File: config.mk
export PLATFORM = sky130hd
export DESIGN_NAME = spi_cmd_receiver
export DESIGN_NICKNAME = d
export VERILOG_FILES = /design/src/rtl/kule_spi_pkg.sv /design/src/rtl/spi_byte_slave.sv /design/src/rtl/spi_cmd_receiver.sv
export SDC_FILE = /design/constraint.sdc
export NUM_CORES = 1
export LEC_CHECK = 0
export ABC_CLOCK_PERIOD_IN_PS = 2600
export BUFFER_PORTS_ARGS = -buffer_cell sky130_fd_sc_hd__buf_2
export CAP_MARGIN = 20
export CORE_MARGIN = 2
export CORE_UTILIZATION = 50
export DETAILED_ROUTE_END_ITERATION = 8
export HOLD_SLACK_MARGIN = 0.12
export PLACE_DENSITY = 0.82
export SLEW_MARGIN = 20
export SYNTH_ARGS = -nofsm -noshare
export SYNTH_HDL_FRONTEND = slang
export SYNTH_HIERARCHICAL = 1
export SYNTH_SLANG_ARGS = --single-unit
export TNS_END_PERCENT = 100
File: constraint.sdc
create_clock -name sys_clock -period 2.6 [get_ports sys_clock]
set_clock_uncertainty 0.1 [all_clocks]
set_input_delay 0.26 -clock sys_clock [delete_from_list [all_inputs] [get_ports sys_clock]]
set_output_delay 0.26 -clock sys_clock [all_outputs]
set_load 0.1 [all_outputs]
File: src/rtl/kule_spi_pkg.sv
// rtl/kule_spi_pkg.sv - opcodes, FSM states and draw command record for the MCU->FPGA SPI link
package kule_spi_pkg;

  localparam logic [7:0] OP_SPRITE_LOAD = 8'h00;
  localparam logic [7:0] OP_DRAW        = 8'h01;
  localparam logic [7:0] TERM_BYTE      = 8'h00;

  localparam int CMD_ID_W    = 8;
  localparam int CMD_COORD_W = 16;

  typedef enum logic [3:0] {
    ST_IDLE,
    ST_DISCARD,
    ST_SPR_ID,
    ST_SPR_PIX,
    ST_SPR_TERM,
    ST_DRW_ID,
    ST_X_HI,
    ST_X_LO,
    ST_Y_HI,
    ST_Y_LO,
    ST_SCALE,
    ST_DRW_TERM
  } state_t;

  typedef struct packed {
    logic [CMD_ID_W-1:0]    id;
    logic [CMD_COORD_W-1:0] x;
    logic [CMD_COORD_W-1:0] y;
    logic [7:0]             scale;
  } draw_cmd_t;

endpackage

File: src/rtl/spi_byte_slave.sv
// rtl/spi_byte_slave.sv - oversampled SPI mode-3 slave: byte assembly and previous-byte echo on miso
module spi_byte_slave #(
  parameter int SYNC_STAGES = 2
) (
  input  logic       clk,
  input  logic       rst_n,
  input  logic       sck,
  input  logic       cs,
  input  logic       mosi,
  output logic       cs_active,
  output logic       byte_done,
  output logic [7:0] byte_data,
  output logic       miso
);

  logic [SYNC_STAGES-1:0] sck_sync, cs_sync, mosi_sync;
  logic       sck_prev;
  logic [2:0] bit_cnt;
  logic [6:0] shift;
  logic [7:0] tx;
  logic       sck_s, mosi_s, sck_rise, sck_fall;

  assign sck_s     = sck_sync[SYNC_STAGES-1];
  assign mosi_s    = mosi_sync[SYNC_STAGES-1];
  assign cs_active = !cs_sync[SYNC_STAGES-1];
  assign sck_rise  = sck_s && !sck_prev;
  assign sck_fall  = !sck_s && sck_prev;

  // sck and cs synchronisers reset to their idle-high level so no false edge follows reset
  always_ff @(posedge clk or negedge rst_n) begin
    if (!rst_n) begin
      sck_sync  <= '1;
      cs_sync   <= '1;
      mosi_sync <= '0;
      sck_prev  <= 1'b1;
      bit_cnt   <= 3'd0;
      shift     <= 7'd0;
      tx        <= 8'd0;
      byte_data <= 8'd0;
      byte_done <= 1'b0;
      miso      <= 1'b0;
    end else begin
      sck_sync  <= {sck_sync[SYNC_STAGES-2:0], sck};
      cs_sync   <= {cs_sync[SYNC_STAGES-2:0], cs};
      mosi_sync <= {mosi_sync[SYNC_STAGES-2:0], mosi};
      sck_prev  <= sck_s;
      byte_done <= 1'b0;
      if (!cs_active) begin
        bit_cnt <= 3'd0;
        tx      <= 8'd0;
        miso    <= 1'b0;
      end else begin
        if (sck_rise) begin
          shift   <= {shift[5:0], mosi_s};
          bit_cnt <= bit_cnt + 3'd1;
          if (bit_cnt == 3'd7) begin
            byte_done <= 1'b1;
            byte_data <= {shift, mosi_s};
            tx        <= {shift, mosi_s};
          end
        end
        if (sck_fall) begin
          miso <= tx[7];
          tx   <= {tx[6:0], 1'b0};
        end
      end
    end
  end

endmodule

File: src/rtl/spi_cmd_receiver.sv
// rtl/spi_cmd_receiver.sv - SPI command decoder: SPRITE_LOAD to sprite RAM, DRAW to renderer handshake
module spi_cmd_receiver
  import kule_spi_pkg::*;
#(
  parameter int SPRITE_BYTES = 512,
  parameter int ID_W         = CMD_ID_W,
  parameter int COORD_W      = CMD_COORD_W,
  parameter int SYNC_STAGES  = 2
) (
  input  logic               sys_clock,
  input  logic               reset_n,
  input  logic               spi_sck,
  input  logic               spi_cs,
  input  logic               spi_mosi,
  output logic               spi_miso,
  output logic               spr_wr_en,
  output logic [ID_W-1:0]    spr_id,
  output logic [8:0]         spr_addr,
  output logic [7:0]         spr_data,
  output logic               draw_valid,
  input  logic               draw_ready,
  output logic [ID_W-1:0]    draw_id,
  output logic [COORD_W-1:0] draw_x,
  output logic [COORD_W-1:0] draw_y,
  output logic [7:0]         draw_scale,
  output logic               cmd_error
);

  localparam logic [9:0] LAST_PIX = 10'(SPRITE_BYTES - 1);

  state_t     state, next_state;
  logic       cs_active, byte_done;
  logic [7:0] byte_data;
  logic [9:0] pix;
  draw_cmd_t  shadow, draw_out;
  logic       wr_fire, commit, err;

  spi_byte_slave #(.SYNC_STAGES(SYNC_STAGES)) u_slave (
    .clk       (sys_clock),
    .rst_n     (reset_n),
    .sck       (spi_sck),
    .cs        (spi_cs),
    .mosi      (spi_mosi),
    .cs_active (cs_active),
    .byte_done (byte_done),
    .byte_data (byte_data),
    .miso      (spi_miso)
  );

  always_ff @(posedge sys_clock or negedge reset_n) begin
    if (!reset_n) state <= ST_IDLE;
    else          state <= next_state;
  end

  always_comb begin
    next_state = state;
    wr_fire    = 1'b0;
    commit     = 1'b0;
    err        = 1'b0;
    if (!cs_active) begin
      next_state = ST_IDLE;
    end else if (byte_done) begin
      case (state)
        ST_IDLE: begin
          if (byte_data == OP_SPRITE_LOAD) next_state = ST_SPR_ID;
          else if (byte_data == OP_DRAW)   next_state = ST_DRW_ID;
          else begin
            err        = 1'b1;
            next_state = ST_DISCARD;
          end
        end
        ST_DISCARD: next_state = ST_DISCARD;
        ST_SPR_ID:  next_state = ST_SPR_PIX;
        ST_SPR_PIX: begin
          wr_fire = 1'b1;
          if (pix == LAST_PIX) next_state = ST_SPR_TERM;
        end
        ST_SPR_TERM: begin
          err        = (byte_data != TERM_BYTE);
          next_state = ST_IDLE;
        end
        ST_DRW_ID: next_state = ST_X_HI;
        ST_X_HI:   next_state = ST_X_LO;
        ST_X_LO:   next_state = ST_Y_HI;
        ST_Y_HI:   next_state = ST_Y_LO;
        ST_Y_LO:   next_state = ST_SCALE;
        ST_SCALE:  next_state = ST_DRW_TERM;
        ST_DRW_TERM: begin
          next_state = ST_IDLE;
          // a command arriving while the previous one is still stalled is dropped
          if (byte_data != TERM_BYTE || (draw_valid && !draw_ready)) err = 1'b1;
          else commit = 1'b1;
        end
        default: next_state = ST_IDLE;
      endcase
    end
  end

  always_ff @(posedge sys_clock or negedge reset_n) begin
    if (!reset_n) begin
      pix        <= 10'd0;
      spr_wr_en  <= 1'b0;
      spr_id     <= '0;
      spr_addr   <= 9'd0;
      spr_data   <= 8'd0;
      shadow     <= '0;
      draw_out   <= '0;
      draw_valid <= 1'b0;
      cmd_error  <= 1'b0;
    end else begin
      spr_wr_en <= wr_fire;
      cmd_error <= err;
      if (wr_fire) begin
        spr_addr <= pix[8:0];
        spr_data <= byte_data;
        pix      <= pix + 10'd1;
      end
      if (cs_active && byte_done) begin
        case (state)
          ST_SPR_ID: begin
            spr_id <= ID_W'(byte_data);
            pix    <= 10'd0;
          end
          ST_DRW_ID: shadow.id       <= CMD_ID_W'(byte_data);
          ST_X_HI:   shadow.x[15:8]  <= byte_data;
          ST_X_LO:   shadow.x[7:0]   <= byte_data;
          ST_Y_HI:   shadow.y[15:8]  <= byte_data;
          ST_Y_LO:   shadow.y[7:0]   <= byte_data;
          ST_SCALE:  shadow.scale    <= byte_data;
          default: ;
        endcase
      end
      if (commit) begin
        draw_out   <= shadow;
        draw_valid <= 1'b1;
      end else if (draw_valid && draw_ready) begin
        draw_valid <= 1'b0;
      end
    end
  end

  assign draw_id    = ID_W'(draw_out.id);
  assign draw_x     = COORD_W'(draw_out.x);
  assign draw_y     = COORD_W'(draw_out.y);
  assign draw_scale = draw_out.scale;

endmodule

Word level (Yosys, flattened, before mapping)
Index checks and enable logic that the tools add are counted.
{"block": "classes", "n_bitwise": 1, "n_reduce_logical": 30, "add_sub_neg": 2, "eq_ne": 15, "mux": 35}
{"operator": "$pmux 4 s10", "n": 1}
{"operator": "$mux 8", "n": 4}
{"operator": "$mux 10", "n": 3}
{"operator": "$reduce_and 2->1", "n": 10}
{"operator": "$mux 1", "n": 19}
{"operator": "$eq 4x3->1 const B", "n": 4}
{"operator": "$eq 4x4->1 const B", "n": 4}
{"operator": "$mux 3", "n": 4}
{"operator": "$mux 4", "n": 3}
{"operator": "$add 10x1->10 const B", "n": 1}
{"operator": "$eq 10x9->1 const B", "n": 1}
{"operator": "$eq 4x2->1 const B", "n": 2}
{"operator": "$eq 8x1->1 const B", "n": 1}
{"operator": "$logic_not 8->1", "n": 1}
{"operator": "$reduce_bool 2->1", "n": 4}
{"operator": "$reduce_bool 8->1", "n": 1}
{"operator": "$reduce_bool 3->1", "n": 2}
{"operator": "$logic_and 1x1->1", "n": 5}
{"operator": "$eq 4x1->1 const B", "n": 1}
{"operator": "$logic_not 1->1", "n": 4}
{"operator": "$logic_not 4->1", "n": 1}
{"operator": "$add 3x1->3 const B", "n": 1}
{"operator": "$eq 3x3->1 const B", "n": 1}
{"operator": "$ne 3x2->1 const B", "n": 1}
{"operator": "4 further kinds", "n": 4}
{"block": "word_totals", "regBits": 173}

Longest topological paths before layout
{"block": "logic_depth", "depth_word": 8, "ltp_mapped": 9, "ltp_nobuf": 5}

Hierarchy
The synthesis kept the hierarchy.
{"mod": "spi_cmd_receiver", "area_per_inst_um2": 5555.3, "cells_per_inst": 379, "instances": 1}
{"mod": "spi_byte_slave", "area_per_inst_um2": 1426.4, "cells_per_inst": 101, "instances": 1}

Worst setup path before layout
No wires, ideal clock.
{"block": "synth_path", "path_kind": "register to register", "from": "reg u_slave.cs_sync[1]", "to": "reg spr_addr[0]", "arrival_ns": 2.241, "path_stages_with_launch": 9, "path_buffers": 4, "setup_slack_ns": 0.133, "cell_sequence": "dfstp_2 > clkbuf_1 > inv_1 > nand4bb_1 > clkbuf_1 > nand2b_1 > clkbuf_1 > buf_2 > mux2_2"}
{"block": "synth_between", "elab_chain_len": 1}
{"item": "from (decl)", "line": "spi_byte_slave.sv:16", "rtl": "logic [SYNC_STAGES-1:0] sck_sync, cs_sync, mosi_sync;"}
{"item": "from (signal assigned)", "line": "spi_byte_slave.sv:44", "rtl": "cs_sync <= {cs_sync[SYNC_STAGES-2:0], cs};"}
{"item": "$mux 1", "line": "spi_cmd_receiver.sv:60", "rtl": "if (!cs_active) begin"}
{"item": "to (signal assigned)", "line": "spi_cmd_receiver.sv:114", "rtl": "spr_addr <= pix[8:0];"}
{"item": "to (decl)", "line": "spi_cmd_receiver.sv:18", "rtl": "output logic [8:0] spr_addr,"}
No other way between the ends.
A chain may end at the register's enable or synchronous reset.

Final worst setup path
{"block": "layout_path", "from": "reg state[3]", "to": "reg draw_out, in the netlist draw_id[1]"}
{"block": "layout_between", "elab_chain_len": 4}
{"item": "from (decl)", "line": "spi_cmd_receiver.sv:31", "rtl": "state_t state, next_state;"}
{"item": "from (signal assigned)", "line": "spi_cmd_receiver.sv:52", "rtl": "else state <= next_state;"}
{"item": "$eq 4x4->1", "line": "spi_cmd_receiver.sv:63", "rtl": "case (state)"}
{"item": "$mux 1", "line": "spi_cmd_receiver.sv:63"}
{"item": "$mux 1", "line": "spi_cmd_receiver.sv:62", "rtl": "end else if (byte_done) begin"}
{"item": "$mux 1", "line": "spi_cmd_receiver.sv:60"}
{"item": "to (signal assigned)", "line": "spi_cmd_receiver.sv:134", "rtl": "draw_out <= shadow;"}
{"item": "to (decl)", "line": "spi_cmd_receiver.sv:35", "rtl": "draw_cmd_t shadow, draw_out;"}
No other way between the ends.

==> flow_summary.ini <==
[drt]
antenna_left = 0
first_pass_iters = 5
drc = 0
num_vias = 4220
wl_um = 14160
via_per_inst = 5.417
wl_per_cell_um = 18.18
drt_iter0_drc = 254

[clock_network]
clkTransAtPathRegs_ps = 70
post_cts_buffers = 0
clockBufferDepth = 2
clkLatencyLatePin_ps = 430
cts_root_buf = clkbuf_16
htreeDepth = 4
cts_tree = done
cts_buffers = 17
clock-sinks = 173

[pwr]
vdd_drop_max_mv = 0.4562
p_per_area_nw_per_um2 = 671.8
p_leak_nw = 4.338

[synth]
yosys-top-cells-area = dfrtp_1 60%, mux2_2 19%, mux2_4 3.7%
ys_types = 49
yosysTopAreaCellShare = 0.6022
synth-compound-area-share = 0.03728
synth.net_count = 489
netlist_area_um2 = 6982
async_flop_share = 1.000
synth_xor_area_frac = 0.01129
yosysTopAreaCell = dfrtp_1
yosys_most_used_dff = dfrtp_1
postSynthCellCount = 480
synth_seq_cells = 173
synth_top_family_by_area = multiplexers
synth_simple_gate_area_frac = 0.06792
synthAdderAreaFrac = 0.005376
yosys_warnings = 6
muxShareOfSynthArea = 0.2339
syn_area_per_cell_um2 = 14.55
seq_area_frac_synth = 0.6210
synth_edf_count = 0

[timing]
period_minus_slack_ps = 2304
fin_setup_tns_ps = 0
maxSlewViolCount = 0
max_freq_mhz = 434.1
setup_viol = 0
slew_headroom = 0.3397
rsz0062_at_grt = false
period_share = 0.8861
finalHoldViolCount = 0
worstMarginPinSlew_ps = 986.9

[critical_path]
crit_path_start_kind = flop
path_max_fanout = 22
rr_worst_depth = 5
crit_type = reg -> reg
arrival_ps = 2520
end_kind = flop
crit_required_ps = 2820

[global_routing]
antenna_found_initial = 0
grt_pass1_vias = 4304
grt_first_pass_wirelength_um = 22690
grt_max_degree = 57
grt_overflow_total = 0
grt_use_total = 0.2037

[place]
hpwlAfterDp_um = 9475
routabilityCongestion = 0.9299
dp_cells = 742
place_area_um2 = 7702
io_buffers = 82

[status]
status = completed

[finish]
diodes = 0
stdcell_area_um2 = 8308
fillers = 1075
mostFrequentLayoutCells = 168 x dfrtp_1, 117 x mux2_2, 81 x buf_2
fin_cells = 779
final_common_cell = dfrtp_1
seqCellArea_um2 = 4335
area_growth_pct = 19.00
multiInputGateArea_um2 = 2492
fin_nets = 595
final_layout_size_suffix_gt1_frac = 0.4691

[floorplan]
initial_core_util = 0.5069
core_um2 = 13770
rows = 43
dieArea_um2 = 14920
dieHeight_um = 122.2
die_w_um = 122.2
pin_count = 83

[run]
max-cap-violations = 0

[min_path]
worstHoldPathType = in -> async
==> synth_stat cells (6+ instances only) <==
master,count
nand2_1,12
a22oi_1,7
mux2i_1,6
nand3_1,13
nor2_1,21
xnor2_1,7
mux2_4,17
buf_2,6
inv_1,10
a21oi_1,12
nand2b_1,8
clkbuf_1,11
mux2_2,117
dfrtp_1,168
==> final timing paths <==
path | from | to | slack, ps
worst max-delay path | state[3] | draw_id[1] | 300
worst min-delay path | reset_n | spr_addr[2] | 250
min in group sys_clock | u_slave/mosi_sync[0] | u_slave/mosi_sync[1] | 250
worst min register to register | u_slave/mosi_sync[0] | u_slave/mosi_sync[1] | 250
worst max register to register | state[3] | draw_id[1] | 300
max in group asynchronous | reset_n | u_slave/cs_sync[1] | 1300
==> layout make-up <==
cell class	count	share of cell area
inverters	10	0.004518
multi-input cells	276	0.3000
clock buffers	17	0.05120
repair buffers	108	0.07967
flip-flops and latches	173	0.5218
clock inverters	15	0.01566
well taps	180	0.02711
==> critical path, cell delays in order, from the launching register on <==
cell      delay, ps
dfrtp_1         610
nand2b_1        200
nor2_1          330
nand4_4         350
buf_12          290
mux2_4          300
==> repair_timing <==
item	in CTS	in global routing
hold buffers	5	0
resized for setup	0	0
hold endpoints to repair	57	0
==> sequential cells by signal (all words and copies together) (netlist names), 2 cells and up <==
| register | cells |
|---|---|
| u_slave/mosi_sync | 2 |
| u_slave/byte_data | 8 |
| u_slave/cs_sync | 2 |
| spr_addr | 9 |
| u_slave/tx | 8 |
| spr_data | 8 |
| u_slave/bit_cnt | 3 |
| pix | 10 |
| shadow | 48 |
| u_slave/shift | 7 |
| draw_scale | 8 |
| u_slave/sck_sync | 2 |
| draw_x | 16 |
| state | 4 |
| spr_id | 8 |
| draw_y | 16 |
| draw_id | 8 |
==> report_power, final <==
| part | internal (W) | total [W] | switching (W) |
|---|---|---|---|
| registers | 0.00276 | 0.00289 | 0.000121 |
| clock network | 0.00125 | 0.00238 | 0.00113 |
| logic | 0.000139 | 0.000316 | 0.000176 |
==> cell families after synthesis <==
kind of cell               Yosys count
muxes                              140
AOI/OAI and AO/OA                   39
buffers and inverters               31
DFF                                173
adders and majority gates            3
xor gates and xnor gates             9
and+or+nand+nor                     85
==> routing by layer <==
| layer | wire, µm | vias up | global-route usage |
|---|---|---|---|
| met4 | 391 | 0 | 0.09411 |
| li1 | - | 1929 | - |
| met2 | 7086 | 129 | 0.3233 |
| met5 | 0 | - | 0 |
| met1 | 5901 | 2137 | 0.2592 |
| met3 | 783 | 25 | 0.05946 |
==> per-stage QoR <==
stage / setup slack (ps) / total power (W) / util / hold slack, ps
after floorplan: 133.4 / 0.003115 / - / -135.6
after global placement: 381.5 / 0.003212 / 0.5592 / 136.0
after detailed placement: 324.4 / 0.003237 / 0.5592 / 151.4
after CTS: 301.9 / 0.005624 / 0.6032 / 251.3
after global routing: 223.6 / 0.005797 / 0.6032 / 260.8
final: 296.2 / 0.005582 / 0.6032 / 248.8
Note: power is estimated with default switching activity, not from simulation.
